File: src/rtl/if_fetch_unit.sv
// ---------------------------------------------------------------------------
// if_fetch_unit -- instruction-fetch stage of the RISC-V core.
//
// Holds the PC and delivers (pc, instruction) pairs to decode. On a fetch that
// cannot be served locally, one word is requested from the memory controller.
// The decode side can stall the stage, and a one-cycle jump_flag redirects the
// PC at any time.
//
// Build option (macro IF_ICACHE_EN):
//   defined   : direct-mapped instruction cache, one word per line,
//               2^INDEX_BITS lines, index = pc[INDEX_BITS+1:2],
//               tag = pc[ADDR_WIDTH-1:INDEX_BITS+2]. Hits deliver one
//               instruction per cycle.
//   undefined : no cache storage. Every fetch goes to memory and the matching
//               response is delivered directly. If decode is stalled, the
//               response is parked in a one-entry skid register.
//
// Ports:
//   clk, rst          clock, synchronous active-high reset
//   stall             decode not ready: hold delivered outputs and PC
//   jump_flag         one-cycle redirect pulse, jump_target is the new PC
//   mem_req/mem_addr  word-fetch request (level) and its word address
//   mem_inst_valid    one-cycle pulse: mem_inst for mem_inst_addr is available
//   if_valid          if_pc/if_inst valid for decode
// ---------------------------------------------------------------------------
module if_fetch_unit #(
  parameter int                    ADDR_WIDTH = 32,
  parameter int                    INST_WIDTH = 32,
  parameter int                    INDEX_BITS = 6,
  parameter logic [ADDR_WIDTH-1:0] RESET_PC   = {ADDR_WIDTH{1'b0}}
) (
  input  logic                  clk,
  input  logic                  rst,
  input  logic                  stall,
  input  logic                  jump_flag,
  input  logic [ADDR_WIDTH-1:0] jump_target,
  output logic                  mem_req,
  output logic [ADDR_WIDTH-1:0] mem_addr,
  input  logic                  mem_inst_valid,
  input  logic [ADDR_WIDTH-1:0] mem_inst_addr,
  input  logic [INST_WIDTH-1:0] mem_inst,
  output logic                  if_valid,
  output logic [ADDR_WIDTH-1:0] if_pc,
  output logic [INST_WIDTH-1:0] if_inst
);

  localparam logic [1:0] ST_RUN   = 2'd0;
  localparam logic [1:0] ST_MISS  = 2'd1;
  localparam logic [1:0] ST_DRAIN = 2'd2;

  localparam logic [ADDR_WIDTH-1:0] PC_STEP = ADDR_WIDTH'(4);

  // The tag must keep at least one bit, otherwise aliasing cannot be detected.
  if (INDEX_BITS < 1 || INDEX_BITS > ADDR_WIDTH - 3) begin : g_bad_geometry
    $error("if_fetch_unit: INDEX_BITS out of range for ADDR_WIDTH");
  end

  logic [1:0]            state_q, state_d;
  logic [ADDR_WIDTH-1:0] pc_q, pc_d;
  logic [ADDR_WIDTH-1:0] miss_addr_q, miss_addr_d;
  logic                  if_valid_q, if_valid_d;
  logic [ADDR_WIDTH-1:0] if_pc_q, if_pc_d;
  logic [INST_WIDTH-1:0] if_inst_q, if_inst_d;
  logic                  resp_match_s;

  assign resp_match_s = mem_inst_valid && (mem_inst_addr == miss_addr_q);

  // Request drops combinationally in the response cycle so the controller
  // never sees a request it would treat as a second fetch.
  assign mem_req  = ((state_q == ST_MISS) || (state_q == ST_DRAIN)) && !mem_inst_valid;
  assign mem_addr = (state_q == ST_RUN) ? {ADDR_WIDTH{1'b0}} : miss_addr_q;

  assign if_valid = if_valid_q;
  assign if_pc    = if_pc_q;
  assign if_inst  = if_inst_q;

`ifdef IF_ICACHE_EN
  localparam int LINES = 1 << INDEX_BITS;
  localparam int TAG_W = ADDR_WIDTH - INDEX_BITS - 2;

  logic [LINES-1:0]      line_valid_q;
  logic [TAG_W-1:0]      line_tag_q  [LINES];
  logic [INST_WIDTH-1:0] line_data_q [LINES];
  logic [INDEX_BITS-1:0] rd_idx_s;
  logic [INDEX_BITS-1:0] wr_idx_s;
  logic                  hit_s;
  logic                  fill_s;

  assign rd_idx_s = pc_q[INDEX_BITS+1:2];
  assign wr_idx_s = mem_inst_addr[INDEX_BITS+1:2];
  // Responses are only meaningful while a fetch is outstanding; one arriving
  // in RUN belongs to a fetch abandoned by reset.
  assign fill_s   = mem_inst_valid && (state_q != ST_RUN);
  assign hit_s    = line_valid_q[rd_idx_s] &&
                    (line_tag_q[rd_idx_s] == pc_q[ADDR_WIDTH-1:INDEX_BITS+2]);

  // Line valid bits: cleared by reset, set by every accepted fill.
  always_ff @(posedge clk) begin
    if (rst) begin
      line_valid_q <= {LINES{1'b0}};
    end else if (fill_s) begin
      line_valid_q[wr_idx_s] <= 1'b1;
    end
  end

  // Tag and data storage: RAM-like, no reset needed behind the valid bits.
  always_ff @(posedge clk) begin
    if (fill_s) begin
      line_tag_q[wr_idx_s]  <= mem_inst_addr[ADDR_WIDTH-1:INDEX_BITS+2];
      line_data_q[wr_idx_s] <= mem_inst;
    end
  end

  // Next-state logic for the cached fetch path.
  always_comb begin
    state_d     = state_q;
    pc_d        = pc_q;
    miss_addr_d = miss_addr_q;
    if_valid_d  = if_valid_q;
    if_pc_d     = if_pc_q;
    if_inst_d   = if_inst_q;
    case (state_q)
      ST_RUN: begin
        if (jump_flag) begin
          pc_d       = jump_target;
          if_valid_d = 1'b0;
        end else if (stall) begin
          pc_d = pc_q;
        end else if (hit_s) begin
          if_valid_d = 1'b1;
          if_pc_d    = pc_q;
          if_inst_d  = line_data_q[rd_idx_s];
          pc_d       = pc_q + PC_STEP;
        end else begin
          miss_addr_d = pc_q;
          state_d     = ST_MISS;
          if_valid_d  = 1'b0;
        end
      end
      ST_MISS: begin
        if_valid_d = stall ? if_valid_q : 1'b0;
        if (resp_match_s) begin
          // The line is filled this cycle; the next RUN cycle hits on it.
          state_d = ST_RUN;
          pc_d    = jump_flag ? jump_target : pc_q;
        end else if (jump_flag) begin
          // The controller cannot abort, so wait out the response.
          pc_d    = jump_target;
          state_d = ST_DRAIN;
        end else begin
          state_d = ST_MISS;
        end
      end
      ST_DRAIN: begin
        if_valid_d = stall ? if_valid_q : 1'b0;
        pc_d       = jump_flag ? jump_target : pc_q;
        state_d    = mem_inst_valid ? ST_RUN : ST_DRAIN;
      end
      default: begin
        state_d    = ST_RUN;
        if_valid_d = 1'b0;
      end
    endcase
  end

`else
  logic                  skid_full_q, skid_full_d;
  logic [ADDR_WIDTH-1:0] skid_pc_q, skid_pc_d;
  logic [INST_WIDTH-1:0] skid_inst_q, skid_inst_d;

  // Skid register holding a response that arrived while decode was stalled.
  always_ff @(posedge clk) begin
    if (rst) begin
      skid_full_q <= 1'b0;
      skid_pc_q   <= {ADDR_WIDTH{1'b0}};
      skid_inst_q <= {INST_WIDTH{1'b0}};
    end else begin
      skid_full_q <= skid_full_d;
      skid_pc_q   <= skid_pc_d;
      skid_inst_q <= skid_inst_d;
    end
  end

  // Next-state logic for the uncached fetch path.
  always_comb begin
    state_d     = state_q;
    pc_d        = pc_q;
    miss_addr_d = miss_addr_q;
    if_valid_d  = if_valid_q;
    if_pc_d     = if_pc_q;
    if_inst_d   = if_inst_q;
    skid_full_d = skid_full_q;
    skid_pc_d   = skid_pc_q;
    skid_inst_d = skid_inst_q;
    case (state_q)
      ST_RUN: begin
        if (jump_flag) begin
          // A parked word belongs to the old path and is discarded.
          pc_d        = jump_target;
          if_valid_d  = 1'b0;
          skid_full_d = 1'b0;
        end else if (skid_full_q && !stall) begin
          if_valid_d  = 1'b1;
          if_pc_d     = skid_pc_q;
          if_inst_d   = skid_inst_q;
          skid_full_d = 1'b0;
        end else if (stall) begin
          pc_d = pc_q;
        end else begin
          miss_addr_d = pc_q;
          state_d     = ST_MISS;
          if_valid_d  = 1'b0;
        end
      end
      ST_MISS: begin
        if_valid_d = stall ? if_valid_q : 1'b0;
        if (resp_match_s) begin
          state_d = ST_RUN;
          if (jump_flag) begin
            pc_d = jump_target;
          end else begin
            pc_d = miss_addr_q + PC_STEP;
            if (stall) begin
              skid_full_d = 1'b1;
              skid_pc_d   = miss_addr_q;
              skid_inst_d = mem_inst;
            end else begin
              if_valid_d = 1'b1;
              if_pc_d    = miss_addr_q;
              if_inst_d  = mem_inst;
            end
          end
        end else if (jump_flag) begin
          pc_d    = jump_target;
          state_d = ST_DRAIN;
        end else begin
          state_d = ST_MISS;
        end
      end
      ST_DRAIN: begin
        if_valid_d = stall ? if_valid_q : 1'b0;
        pc_d       = jump_flag ? jump_target : pc_q;
        state_d    = mem_inst_valid ? ST_RUN : ST_DRAIN;
      end
      default: begin
        state_d    = ST_RUN;
        if_valid_d = 1'b0;
      end
    endcase
  end
`endif

  // Fetch state, PC and delivered-instruction registers.
  always_ff @(posedge clk) begin
    if (rst) begin
      state_q     <= ST_RUN;
      pc_q        <= RESET_PC;
      miss_addr_q <= {ADDR_WIDTH{1'b0}};
      if_valid_q  <= 1'b0;
      if_pc_q     <= {ADDR_WIDTH{1'b0}};
      if_inst_q   <= {INST_WIDTH{1'b0}};
    end else begin
      state_q     <= state_d;
      pc_q        <= pc_d;
      miss_addr_q <= miss_addr_d;
      if_valid_q  <= if_valid_d;
      if_pc_q     <= if_pc_d;
      if_inst_q   <= if_inst_d;
    end
  end

endmodule

File: config.mk
export PLATFORM = sky130hd
export DESIGN_NAME = if_fetch_unit
export DESIGN_NICKNAME = d
export VERILOG_FILES = /design/src/rtl/if_fetch_unit.sv
export SDC_FILE = /design/constraint.sdc
export NUM_CORES = 1
export LEC_CHECK = 0
export ABC_AREA = 1
export ABC_CLOCK_PERIOD_IN_PS = 4000
export CAP_MARGIN = 20
export CELL_PAD_IN_SITES_DETAIL_PLACEMENT = 1
export CELL_PAD_IN_SITES_GLOBAL_PLACEMENT = 1
export CORE_AREA = 2 2 192 194
export DETAILED_ROUTE_END_ITERATION = 6
export DIE_AREA = 0 0 194 196
export PLACE_DENSITY = 0.7
export SLEW_MARGIN = 20
export SYNTH_ARGS = -nofsm -noshare
export SYNTH_HDL_FRONTEND = slang
export SYNTH_SLANG_ARGS = --single-unit
File: constraint.sdc
create_clock -name clk -period 4 [get_ports clk]
set_input_delay 1.2 -clock clk [delete_from_list [all_inputs] [get_ports clk]]
set_output_delay 1.2 -clock clk [all_outputs]
set_load 0.05 [all_outputs]
* Yosys cells after proc, flatten, opt, wreduce, memory -nomap -nowiden
Cells that the tools add are included.
Cells by class: add/subtract/negate cells 1, multipliers 0, div/mod/pow operators 0, $lt $le $gt $ge 0, equality and inequality tests 12, shifts and indexed selects 0, multiplexer cells 37, bitwise operators 3, reduce and logical (&&, ||, !) cells 15
Operator list (count):
- $mux 32 | 14
- $pmux 32 s2 | 3
- $add 32x3->32 const B | 1
- $eq 32x32->1 | 1
- $ne 2x2->1 const B | 7
- $mux 2 | 6
- $mux 1 | 11
- $reduce_and 4->1 | 2
- $pmux 2 s3 | 1
- $reduce_and 6->1 | 1
- $reduce_and 5->1 | 1
- $reduce_bool 2->1 | 2
- $logic_and 1x1->1 | 3
- $ne 3x2->1 const B | 1
- $not 1->1 | 3
- $pmux 1 s3 | 1
- $reduce_and 3->1 | 1
- $eq 2x1->1 const B | 1
- $eq 2x2->1 const B | 1
- $logic_not 1->1 | 2
- $logic_not 2->1 | 1
- $ne 2x1->1 const B | 1
- $pmux 1 s2 | 1
- $reduce_or 2->1 | 1
- $logic_or 1x1->1 | 1
Storage, ports and cells: register bits 196, bits in latches 0, bits in writable memories 0, ROM bits 0, input port bits 101, output and inout bits 98, logic and storage cells 77, memories 0

* Longest topological paths before layout
depth after elaboration 5, gate-level depth with buffers 16

* Least setup slack after synthesis
Ideal clock, no wire load.
path kind input -> output, from input port mem_inst_valid, to output port mem_req, arrival time 1.854 ns, data required time 2.800 ns, path slack 0.946 ns, cell stages on the path 1, buffers on the path 0, cell sequence nor2_1
Between the ends: longest elaborated chain between the ends 2
Ends and longest elaborated chain:
- from (decl) | line 39 | input logic mem_inst_valid,
- $logic_not 1->1 | line 70 | assign mem_req = ((state_q == ST_MISS) || (state_q == ST_DRAIN)) && !mem_inst_valid;
- $logic_and 1x1->1 | line 70
- to (decl) | line 37 | output logic mem_req,
No other way between the ends.

* Worst setup path after layout
from register state_q[0], to output port mem_addr[5]
Between the ends: longest elaborated chain between the ends 2
Ends and longest elaborated chain:
- from (decl) | line 58 | logic [1:0] state_q, state_d;
- from (signal assigned) | line 263 | state_q <= state_d;
- $logic_not 2->1 | line 71 | assign mem_addr = (state_q == ST_RUN) ? {ADDR_WIDTH{1'b0}} : miss_addr_q;
- $mux 32 | line 71
- to (decl) | line 38 | output logic [ADDR_WIDTH-1:0] mem_addr,
No other way between the ends.

==> flow_summary.rst <==
.. list-table::
   :header-rows: 1

   * - Metric
     - Value
   * - Outcome
     - finished, final reports clean
   * - Overflow left after global routing
     - 0
   * - Total Neg Setup Slack
     - 0 ns
   * - Root buffer selected by CTS
     - sky130_fd_sc_hd__clkbuf_16
   * - Drt via density
     - 4.91
   * - Hold path depth
     - 2
   * - Clock sink count
     - 196
   * - Maximum buffer depth of the clock tree
     - 2
   * - Post-synthesis sequential element count
     - ~200
   * - Detailed Place HPWL
     - 31900 µm
   * - RSZ-0062 raised after global routing
     - no
   * - Proportion of synthesized chip area in sequential cells
     - approximately 37%
   * - Number of placement rows
     - 70
   * - Endpoint class of the critical path
     - output port
   * - Reported leakage power
     - ~6 nW
   * - Critical Path Start
     - state_q[0]
   * - Ys flop type
     - sky130_fd_sc_hd__dfxtp_1
   * - Origin of the worst min-delay path
     - skid_pc_q[8]
   * - Max-slew violation total from the final report
     - 0
   * - Share of power burned in the clock network
     - 31.9%
   * - DRC violations left
     - 0
   * - Net Count, Synth
     - around 1800
   * - Reg-to-reg critical path startpoint
     - miss_addr_q[2]
   * - Area added between synthesis and finish
     - 27.9%
   * - Global router's overall resource usage
     - between 20 and 25%
   * - Post-Synthesis Mean Instance Area
     - about 6 µm²
   * - Hold path endpoint
     - skid_pc_q[8]
   * - Number of instances resized during post-cts repair
     - 0
   * - Via count of the first global-routing pass
     - between 10000 and 15000
   * - Minimum setup slack in the final design
     - 0.257 ns
   * - Antenna violations before repair
     - 1
   * - Part of the cycle the worst path needs
     - between 90% and 100%
   * - Number of buffers added for setup after CTS
     - 0
   * - R2R setup slack
     - approximately 1.4 ns
   * - Placed cell areas
     - 13100 µm²
   * - Skew-Pair Late Insertion Delay
     - 0.47 ns
   * - Filler cell count
     - approximately 4700
   * - Worst-margin pin slew
     - around 1.1 ns
   * - Proportion of total power due to net switching
     - 37.9%
   * - Maximum number of pins on one net before global-route repair
     - 94
   * - Number of distinct library cells after synthesis
     - 38
   * - Worst Setup Start Kind
     - flop
   * - Sequential share of power
     - 39.3%
   * - Final standard cell utilization of the core
     - between 30% and 40%
   * - Crit Path Class
     - reg2out
   * - Horiz. Die Dim
     - a little under 200 µm
   * - Dominant combinational cell family by area after synthesis
     - simple AND/OR/NAND/NOR gates
   * - Mux contribution to synthesized area
     - about 1.0%
   * - Number of buffers inserted by port buffering
     - 198
   * - Worst Path Arrival
     - around 2.5 ns
   * - Worst slew margin relative to its limit
     - 29.4%
   * - Kind of path behind the tightest hold check
     - reg2reg
   * - Global placer's final weighted congestion
     - roughly 0.90
   * - Internal Pwr Total
     - 3.51 mW
   * - Adder and majority gate portion of the synthesized area
     - 0.585%
   * - Share of layout cells above drive strength 1
     - 5.51%
   * - Floorplan die height
     - 196 µm
   * - Area fraction in compound gates after synthesis
     - 12.5%
   * - Final WL
     - approximately 43000 µm
   * - Power per cell area
     - slightly above 400 nW/µm²
   * - Detail-routed net length per standard cell
     - roughly 18 µm
   * - Terminus of the critical flop-to-flop path
     - pc_q[29]
   * - First-pass GRT wire length
     - 67100 µm
   * - Critical Path Fanout Max
     - 27
   * - Effective utilization at floorplan
     - 29.6%
   * - Post-route insts no fill
     - between 2000 and 2500
   * - Max H-tree Level
     - 4
   * - Core ar.
     - 36100 µm²
   * - CTS tree
     - done
   * - IR drop worst, VDD
     - ~0.00031 V
   * - Number of optimization iterations in the first detailed-route pass
     - 5
   * - Synthesized area
     - 10700 µm²
   * - XOR/XNOR Fraction of Synth Area
     - around 1.6%
   * - Worst R2R Path Depth
     - 10
   * - Minimum clock period
     - 3.74 ns
   * - Final antenna-violating net count
     - 0
   * - Cell count after synthesis
     - about 1700
   * - Starting DRT DRC Count
     - around 640
   * - Power spent charging and discharging nets
     - 2.14 mW
   * - Gate power share
     - between 20% and 30%
   * - Clock-pin slew of the registers on the worst-case setup and hold paths
     - ~0.080 ns
   * - Share of flip-flops with an asynchronous set or reset after synthesis
     - 0%
   * - Critical Path RT
     - between 2 and 3 ns
   * - Total of endpoints with negative setup slack in the final report
     - 0
   * - Max cap viols
     - 0
   * - Skew final
     - roughly 0.016 ns
   * - Quantity of hold-fixing buffers added after cts
     - 0
   * - Number of endpoints with negative hold slack in the final report
     - 0
   * - Setup WS pre-CTS
     - between 0.4 and 0.5 ns
   * - Total die area
     - about 38000 µm²
   * - Number of enable flip-flop cells after synthesis
     - 0
   * - Simple logic cell fraction of the synthesized area
     - a little under two fifths
   * - CTS Buf Count
     - 17
   * - Number of placed instances, taps included
     - roughly 2300
   * - Count of yosys warnings during synthesis
     - 0
   * - Net count of the finished layout
     - approximately 2000
   * - IO Pins
     - around 200
   * - Summed area of non-filler cells in the final layout
     - roughly 14000 µm²
   * - Fmax
     - between 200 and 300 MHz
   * - Number of vias after detailed routing
     - between 10000 and 15000
metal layers:
metal	global-route usage [%]	vias to the layer above	share of wire (%)	wire length [µm]
li1	-	5771	-	-
met1	30.1	5534	46	20000
met2	36.8	286	46	19800
met3	3.51	58	4.8	2060
met4	8.08	0	2.8	1200
met5	0	-	0	0
state kept, by name, indices dropped and copies added (netlist names):
| register | flops |
|---|---|
| if_inst | 32 |
| skid_pc_q | 32 |
| if_pc | 32 |
| if_valid | 1 |
| state_q | 2 |
| pc_q | 32 |
| skid_full_q | 1 |
| miss_addr_q | 32 |
| skid_inst_q | 32 |
worst max-delay path: stages, from the launching register on:
cell and delay (ns):
sky130_fd_sc_hd__dfxtp_1 0.40, sky130_fd_sc_hd__inv_1 0.09, sky130_fd_sc_hd__ha_1 0.33, sky130_fd_sc_hd__buf_12 0.22
sky130_fd_sc_hd__nor2_1 0.19, sky130_fd_sc_hd__clkdlybuf4s50_1 0.83
kinds of logic (layout without fill, tap and decap cells):
group                      count (synthesis)  count (layout)
adders and majority gates                  5               5
and+or+nand+nor                         1003            1003
buffers and inverters                    251             414
AOI/OAI and AO/OA                        256             256
muxes                                     11              11
xor gates and xnor gates                  19              19
DFF                                      196             196
other                                      0               1
worst max path at each step:
stage	end	slack, ns
after floorplan	mem_req	0.95
after global placement	if_pc[8]	0.41
after detailed placement	if_pc[12]	0.40
after CTS	mem_addr[5]	0.23
after global routing	mem_addr[5]	0.11
final	mem_addr[5]	0.26
synthesized netlist by cell type (all sizes together), types with 2 or more instances:
master | n | area (µm²)
nand3 | 101 | 533
and2 | 2 | 12.5
nand4 | 18 | 113
xor2 | 12 | 105
xnor2 | 7 | 61.3
buf | 42 | 288
clkinv | 4 | 16.3
mux2i | 11 | 110
a21oi | 143 | 716
inv | 145 | 544
a21boi | 2 | 15.0
clkbuf | 60 | 225
nand3b | 2 | 18.8
nor2 | 240 | 920
nor4 | 2 | 12.5
nand2 | 630 | 2370
nor3 | 8 | 40.0
o21ai | 96 | 480
o221ai | 2 | 17.5
a211oi | 9 | 67.6
dfxtp | 196 | 3920
ha | 5 | 62.6
per-stage QoR:
stage	power (mW)	hold slack, ns
final	5.66	0.464
after global routing	5.93	0.481
after CTS	5.70	0.464
after detailed placement	3.90	0.455
after global placement	3.87	0.437
after floorplan	3.26	0.426
layout make-up:
type / instances / area, µm² / area share [%]
repair buffers: 233 / 2280 / 16.7
clock inverters: 14 / 169 / 1.24
flip-flops and latches: 196 / 3920 / 28.7
diodes: 1 / 2.50 / 0.0183
multi-input cells: 1294 / 5710 / 41.8
clock buffers: 18 / 429 / 3.14
inverters: 149 / 563 / 4.12
well taps: 468 / 586 / 4.28
placed cells by master, fill, tap and decap left out, types with 3 or more instances in the layout:
cell                              Yosys  final
sky130_fd_sc_hd__clkinv_2             1      3
sky130_fd_sc_hd__inv_1              123    122
sky130_fd_sc_hd__nor2_1             238    237
sky130_fd_sc_hd__a211oi_1             9      9
sky130_fd_sc_hd__nand4_1             18     18
sky130_fd_sc_hd__mux2i_1             11     11
sky130_fd_sc_hd__xnor2_1              7      7
sky130_fd_sc_hd__buf_4                5     32
sky130_fd_sc_hd__nand3_1             97     97
sky130_fd_sc_hd__a21oi_1            143    143
sky130_fd_sc_hd__o21ai_0             94     94
sky130_fd_sc_hd__nand2_1            629    629
sky130_fd_sc_hd__xor2_1              12     12
sky130_fd_sc_hd__buf_12               0      4
sky130_fd_sc_hd__clkdlybuf4s50_1      0    195
sky130_fd_sc_hd__nor3_1               8      8
sky130_fd_sc_hd__inv_2               22     22
sky130_fd_sc_hd__dfxtp_1            196    196
sky130_fd_sc_hd__ha_1                 5      4
sky130_fd_sc_hd__clkbuf_16            0     17
sky130_fd_sc_hd__inv_8                0      4
sky130_fd_sc_hd__clkinv_4             0      5
power groups by stage:
stage | Clock, mW | Combinational [mW] | Sequential (mW)
2_1_floorplan | 0 | 0.764 | 2.50
3_3_place_gp | 0 | 1.61 | 2.26
3_5_place_dp | 0 | 1.63 | 2.27
4_1_cts | 1.84 | 1.64 | 2.22
5_1_grt | 1.92 | 1.77 | 2.24
6_report | 1.80 | 1.63 | 2.22
Power figures use the tool's default switching activity.
